<file path="src/rtl/regfile_onehot_wr_pkg.sv">
// Shared definitions for the general-purpose register file and for any
// other consumer of the 6-to-64 write-address decoder's select words.
//   REG_ADDR_W : register address width
//   NREG       : number of registers, which is also the select-word width
//   DATA_W     : register data width
//   REG_ZERO   : address of the hard-wired zero register
//   reg_word_t : one register's worth of data
package regfile_onehot_wr_pkg;

  localparam int REG_ADDR_W = 6;
  localparam int NREG       = 64;
  localparam int DATA_W     = 32;

  localparam logic [REG_ADDR_W-1:0] REG_ZERO = 6'd0;

  typedef logic [DATA_W-1:0] reg_word_t;

endpackage : regfile_onehot_wr_pkg

</file>
<file path="src/rtl/regfile_onehot_wr_onehot_check.sv">
// Classifies a select word as exactly-one-hot, all-zero, or neither.
// Uses the x & (x-1) identity, which clears the lowest set bit, so no
// popcount adder tree is needed. The result is purely combinational.
//   sel       : input  [N-1:0]  select word under test
//   is_onehot : output          exactly one bit of sel is set
//   is_zero   : output          no bit of sel is set
module regfile_onehot_wr_onehot_check
  import regfile_onehot_wr_pkg::*;
#(
  parameter int N = regfile_onehot_wr_pkg::NREG
) (
  input  logic [N-1:0] sel,
  output logic         is_onehot,
  output logic         is_zero
);

  localparam logic [N-1:0] ONE = N'(1);

  logic [N-1:0] low_cleared;

  // sel with its lowest set bit removed; zero exactly when sel had <= 1 bit.
  assign low_cleared = sel & (sel - ONE);

  assign is_zero   = (sel == '0);
  assign is_onehot = !is_zero && (low_cleared == '0);

endmodule : regfile_onehot_wr_onehot_check

</file>
<file path="src/rtl/regfile_onehot_wr.sv">
// 64-entry register file for the single-cycle core. Writes are steered by
// the one-hot select word from the upstream address decoder; malformed
// select words are rejected and latched into a sticky error flag. Two
// combinational read ports with no write bypass feed the ALU operand muxes.
//   clk       : input           core clock, rising edge
//   rst       : input           synchronous active-high reset
//   wr_en     : input           write request this cycle
//   wr_sel    : input  [NREG]   one-hot write select, bit k -> register k
//   wr_data   : input  [WIDTH]  write data
//   rd_addr_a : input  [6]      read port A address
//   rd_addr_b : input  [6]      read port B address
//   rd_data_a : output [WIDTH]  read port A data
//   rd_data_b : output [WIDTH]  read port B data
//   sel_err   : output          sticky: malformed select seen while wr_en=1
//   wr_count  : output [16]     accepted-write counter, wraps at 0xFFFF
// NREG must equal the select-word width and fit the 6-bit read address.
module regfile_onehot_wr
  import regfile_onehot_wr_pkg::*;
#(
  parameter int WIDTH   = DATA_W,
  parameter int NREG    = regfile_onehot_wr_pkg::NREG,
  parameter int ZERO_R0 = 1
) (
  input  logic                  clk,
  input  logic                  rst,
  input  logic                  wr_en,
  input  logic [NREG-1:0]       wr_sel,
  input  logic [WIDTH-1:0]      wr_data,
  input  logic [REG_ADDR_W-1:0] rd_addr_a,
  input  logic [REG_ADDR_W-1:0] rd_addr_b,
  output logic [WIDTH-1:0]      rd_data_a,
  output logic [WIDTH-1:0]      rd_data_b,
  output logic                  sel_err,
  output logic [15:0]           wr_count
);

  localparam bit R0_IS_ZERO = (ZERO_R0 != 0);

  logic [WIDTH-1:0] regs [NREG];

  logic sel_onehot;
  logic sel_zero;
  logic sel_bad;
  logic r0_drop;
  logic wr_accept;

  regfile_onehot_wr_onehot_check #(
    .N (NREG)
  ) u_onehot_check (
    .sel       (wr_sel),
    .is_onehot (sel_onehot),
    .is_zero   (sel_zero)
  );

  // wr_sel is only judged when a write is requested.
  assign sel_bad = wr_en && (sel_zero || !sel_onehot);

  // A legal write to the hard-wired zero register is silently dropped: it
  // neither counts nor raises the error flag.
  assign r0_drop   = R0_IS_ZERO && wr_sel[0];
  assign wr_accept = wr_en && sel_onehot && !r0_drop;

  // NOTE: every register here must be cleared by reset, so the array is
  // built from resettable flops and cannot be mapped onto a RAM macro.
  // NOTE: sequential state uses non-blocking assignments so all flops
  // update together from pre-edge values, matching the hardware.
  always_ff @(posedge clk) begin
    if (rst) begin
      for (int i = 0; i < NREG; i++) begin
        regs[i] <= '0;
      end
      sel_err  <= 1'b0;
      wr_count <= '0;
    end else begin
      if (wr_accept) begin
        // wr_sel is known one-hot here, so exactly one register loads.
        for (int i = 0; i < NREG; i++) begin
          if (wr_sel[i]) begin
            regs[i] <= wr_data;
          end
        end
        wr_count <= wr_count + 16'd1;
      end
      if (sel_bad) begin
        sel_err <= 1'b1;
      end
    end
  end

  // Reads see current contents only; a same-cycle write to the address
  // appears after the edge.
  // NOTE: outputs get a default before any condition so no path leaves
  // them unassigned, which would infer a latch.
  always_comb begin
    rd_data_a = regs[rd_addr_a];
    rd_data_b = regs[rd_addr_b];
    if (R0_IS_ZERO && (rd_addr_a == REG_ZERO)) begin
      rd_data_a = '0;
    end
    if (R0_IS_ZERO && (rd_addr_b == REG_ZERO)) begin
      rd_data_b = '0;
    end
  end

endmodule : regfile_onehot_wr
</file>
<file path="config.mk">
export PLATFORM = sky130hd
export DESIGN_NAME = regfile_onehot_wr
export DESIGN_NICKNAME = d
export VERILOG_FILES = /design/src/rtl/regfile_onehot_wr_pkg.sv /design/src/rtl/regfile_onehot_wr_onehot_check.sv /design/src/rtl/regfile_onehot_wr.sv
export SDC_FILE = /design/constraint.sdc
export NUM_CORES = 2
export LEC_CHECK = 0
export CAP_MARGIN = 20
export CORE_MARGIN = 5
export CORE_UTILIZATION = 67
export DETAILED_ROUTE_END_ITERATION = 10
export PLACE_DENSITY = 0.85
export SYNTH_ARGS = -nofsm -noshare
export SYNTH_HDL_FRONTEND = slang
export SYNTH_SLANG_ARGS = --single-unit
export TNS_END_PERCENT = 5
</file>
<file path="constraint.sdc">
create_clock -name clk -period 9.9 [get_ports clk]
set_clock_uncertainty 0.1 [all_clocks]
set_input_delay 1.98 -clock clk [delete_from_list [all_inputs] [get_ports clk]]
set_output_delay 1.98 -clock clk [all_outputs]
set_load 0.02 [all_outputs]
</file>
==> flow_metrics.env <==
export IMPL_slowest_delay_ns=1.05
export IMPL_ant_nets=0
export IMPL_drive_above_1_share=0.3418
export IMPL_place_gp_congestion=0.9613
export IMPL_path_depth=8
export IMPL_die_h_um=404.2
export IMPL_rows=144
export IMPL_hpwl_mm=201.5
export IMPL_drtIter0Drc=13060
export IMPL_finalCritPeriodShare=0.8423
export IMPL_cts_root_buf="clkbuf_16"
export IMPL_area_sequential_um2=61840
export IMPL_crit_family="buffers and inverters"
export IMPL_hold_depth=2
export IMPL_avgSynthCellArea_um2=18.59
export IMPL_yosysSeqAreaShare=0.5938
export IMPL_multi_input_area_um2=40480
export IMPL_crit_buf_inv=3
export IMPL_coreArea_um2=154200
export IMPL_worstPathCellList="buf_8 -> buf_12 -> mux4_2 -> mux4_2 -> nor2b_1 -> a211oi_1 -> a211oi_1 -> clkdlybuf4s50_1"
export IMPL_worst_r2r_path_depth=7
export IMPL_grt_setup_unrepaired="false"
export IMPL_p_per_area_nw_per_um2=183.6
export IMPL_pin_count=192
export IMPL_worst_skew_pair_late_latency_ns=0.85
export IMPL_p_switching_w=0.005340
export IMPL_post_synth_inst_count=5602
export IMPL_wl_per_cell_um=43.08
export IMPL_drt_vias_per_instance=8.245
export IMPL_power_w=0.02131
export IMPL_cp_data_required_time_ns=7.82
export IMPL_antenna_found_initial=22
export IMPL_grtUsageTotal=0.4253
export IMPL_drt_wl_total_mm=344.3
export IMPL_io_buffers=191
export IMPL_synth_main_ff_cell="edfxtp_1"
export IMPL_setup_ws_ns=1.561
export IMPL_drv_cap=0
export IMPL_htreeDepth=4
export IMPL_setup_worst_path_class="in2out"
export IMPL_seqPwrFrac=0.496
export IMPL_report_final_slew_viol_count=0
export IMPL_p_leak_nw=38.43
export IMPL_syn_cell_area_um2=104100
export IMPL_intPower_w=0.01596
export IMPL_n_fill_cell=8234
export IMPL_ir_worst_vdd_mv=0.1511
export IMPL_fin_tns_setup_ns=0
export IMPL_vias=65900
export IMPL_grt_pass1_wl_mm=485.4
export IMPL_p_comb_frac=0.135
export IMPL_cts_resized=0
export IMPL_setup_violations=0
export IMPL_p_clk_frac=0.369
export IMPL_cts_hold_buf=0
export IMPL_cp_start_kind="input port"
export IMPL_cts_tree="built"
export IMPL_final_cell_mix="edfxtp_1, mux4_2, and2_1"
export IMPL_gr_total_overflow=0
export IMPL_synth_seq_cells=2065
export IMPL_cts_sinks=2065
export IMPL_tightestPinTransition_ns=1.262
export IMPL_fmax_mhz=119.9
export IMPL_drc=0
export IMPL_dp_slack_ns=1.797
export IMPL_grt_max_degree=93
export IMPL_cts_buffers=204
export IMPL_ys_types=56
export IMPL_synth_edff_count=2048
export IMPL_yosysWarningCount=0
export IMPL_cp_max_fo=54
export IMPL_endpoint_kind="output port"
export IMPL_cpMaxStageDelayCell="a211oi_1"
export IMPL_outcome="finished, final reports clean"
export IMPL_final_hold_viol_count=0
export IMPL_area_growth_pct=11.41
export IMPL_first_global_vias=66370
export IMPL_final_nets=5864
export IMPL_r2r_setup_slack_ns=6.60
export IMPL_fin_crit_ns=8.339
export IMPL_final_common_cell="edfxtp_1"
export IMPL_netSwitchingFraction=0.2507
export IMPL_hp_class="reg2reg"
export IMPL_die_area_um2=163400
export IMPL_post_cts_setup_buffers=0
export IMPL_worst_slew_margin_rel=0.1537
export IMPL_clk_pin_slew_worst_paths_ns=0.06
export IMPL_synthArstFlopShare=0
export IMPL_drt_first_pass_iters=10
export IMPL_start_util=0.6752
export IMPL_dieWidth_um=404.2
export IMPL_cts_buffer_depth=3
export IMPL_worstPathArrival_ns=6.26
## flip-flops by register name (all words and copies together) (netlist names)
register and count:
regs 2048, sel_err 1, wr_count 16
## per-stage QoR
step                instances  hold WS, ns    util  area [um^2]
finish                   7992       0.3809  0.7523       116000
global placement         7570       0.3576  0.7075       109100
global route             7969       0.3996  0.7519       116000
detailed placement       7573       0.3696  0.7078       109200
CTS                      7946       0.3836  0.7506       115800
floorplan                5633       0.4511       -       104300
## synthesized netlist by cell type (all sizes together) (3+ instances only)
cell     count  area share
mux4      1280        0.28
o31ai       14      0.0011
o41ai        9     0.00076
a211oi     128      0.0092
inv          3     0.00011
nor3b       33      0.0039
nor2        19     0.00068
or4         12     0.00087
nand3       18     0.00087
nor3        17     0.00082
clkbuf     376       0.014
or3         20      0.0012
o2111ai      3     0.00025
mux2i       65      0.0062
a21o        62      0.0045
maj3         4     0.00038
and2      1056       0.063
edfxtp    2048        0.59
dfxtp       17      0.0033
a21oi       16     0.00077
nor2b       99      0.0059
nand2       17     0.00061
nand4       18      0.0012
or2          3     0.00018
o21ai       21      0.0010
and4         4     0.00034
buf        196      0.0080
nor4        13     0.00090
## final cells by class
cell class,count,share of cell area
Clock buffer,248,0.04597
Tap cell,2044,0.02204
Antenna cell,29,0.0006255
Timing Repair Buffer,485,0.03847
Clock inverter,125,0.01090
Inverter,3,0.00009706
Sequential cell,2065,0.5330
Multi-Input combinational cell,2993,0.3489
## worst reg2reg max path: cells and delay by family, from the launching register on
family,cells,cell delay (ns)
DFF,1,0.45
and+or+nand+nor,5,2.15
AOI/OAI and AO/OA,1,0.14
buffers and inverters,1,0.37
## worst paths after layout
check                    start       endpoint
hold reg to reg   wr_count[15]   wr_count[15]
hold / removal    wr_count[15]   wr_count[15]
setup / recovery  rd_addr_a[0]  rd_data_a[11]
setup reg to reg   wr_count[3]   wr_count[15]
## layer usage
metal	global-route usage	share of wire	vias up
li1	-	-	23440
met1	0.5582	0.30	33130
met2	0.6231	0.45	7806
met3	0.1615	0.17	1516
met4	0.2417	0.073	4
met5	0	0.000076	-
## logic make-up after synthesis
logic type | share of synthesized area
AOI/OAI and AO/OA | 0.01915
adders and majority gates | 0.0005046
buffers and inverters | 0.02170
DFF | 0.5938
muxes | 0.2832
other | 0.00003601
and+or+nand+nor | 0.08158
## power by group through the flow
| stage | clock, W | sequential, W | combinational, W |
|---|---|---|---|
| 6_report | 0.00787 | 0.0106 | 0.00287 |
| 5_1_grt | 0.00824 | 0.0106 | 0.00289 |
| 4_1_cts | 0.00784 | 0.0105 | 0.00276 |
| 3_5_place_dp | 0 | 0.0107 | 0.00272 |
| 3_3_place_gp | 0 | 0.0106 | 0.00267 |
| 2_1_floorplan | 0 | 0.0105 | 0.00170 |
Note: power is estimated with default switching activity, not from simulation.
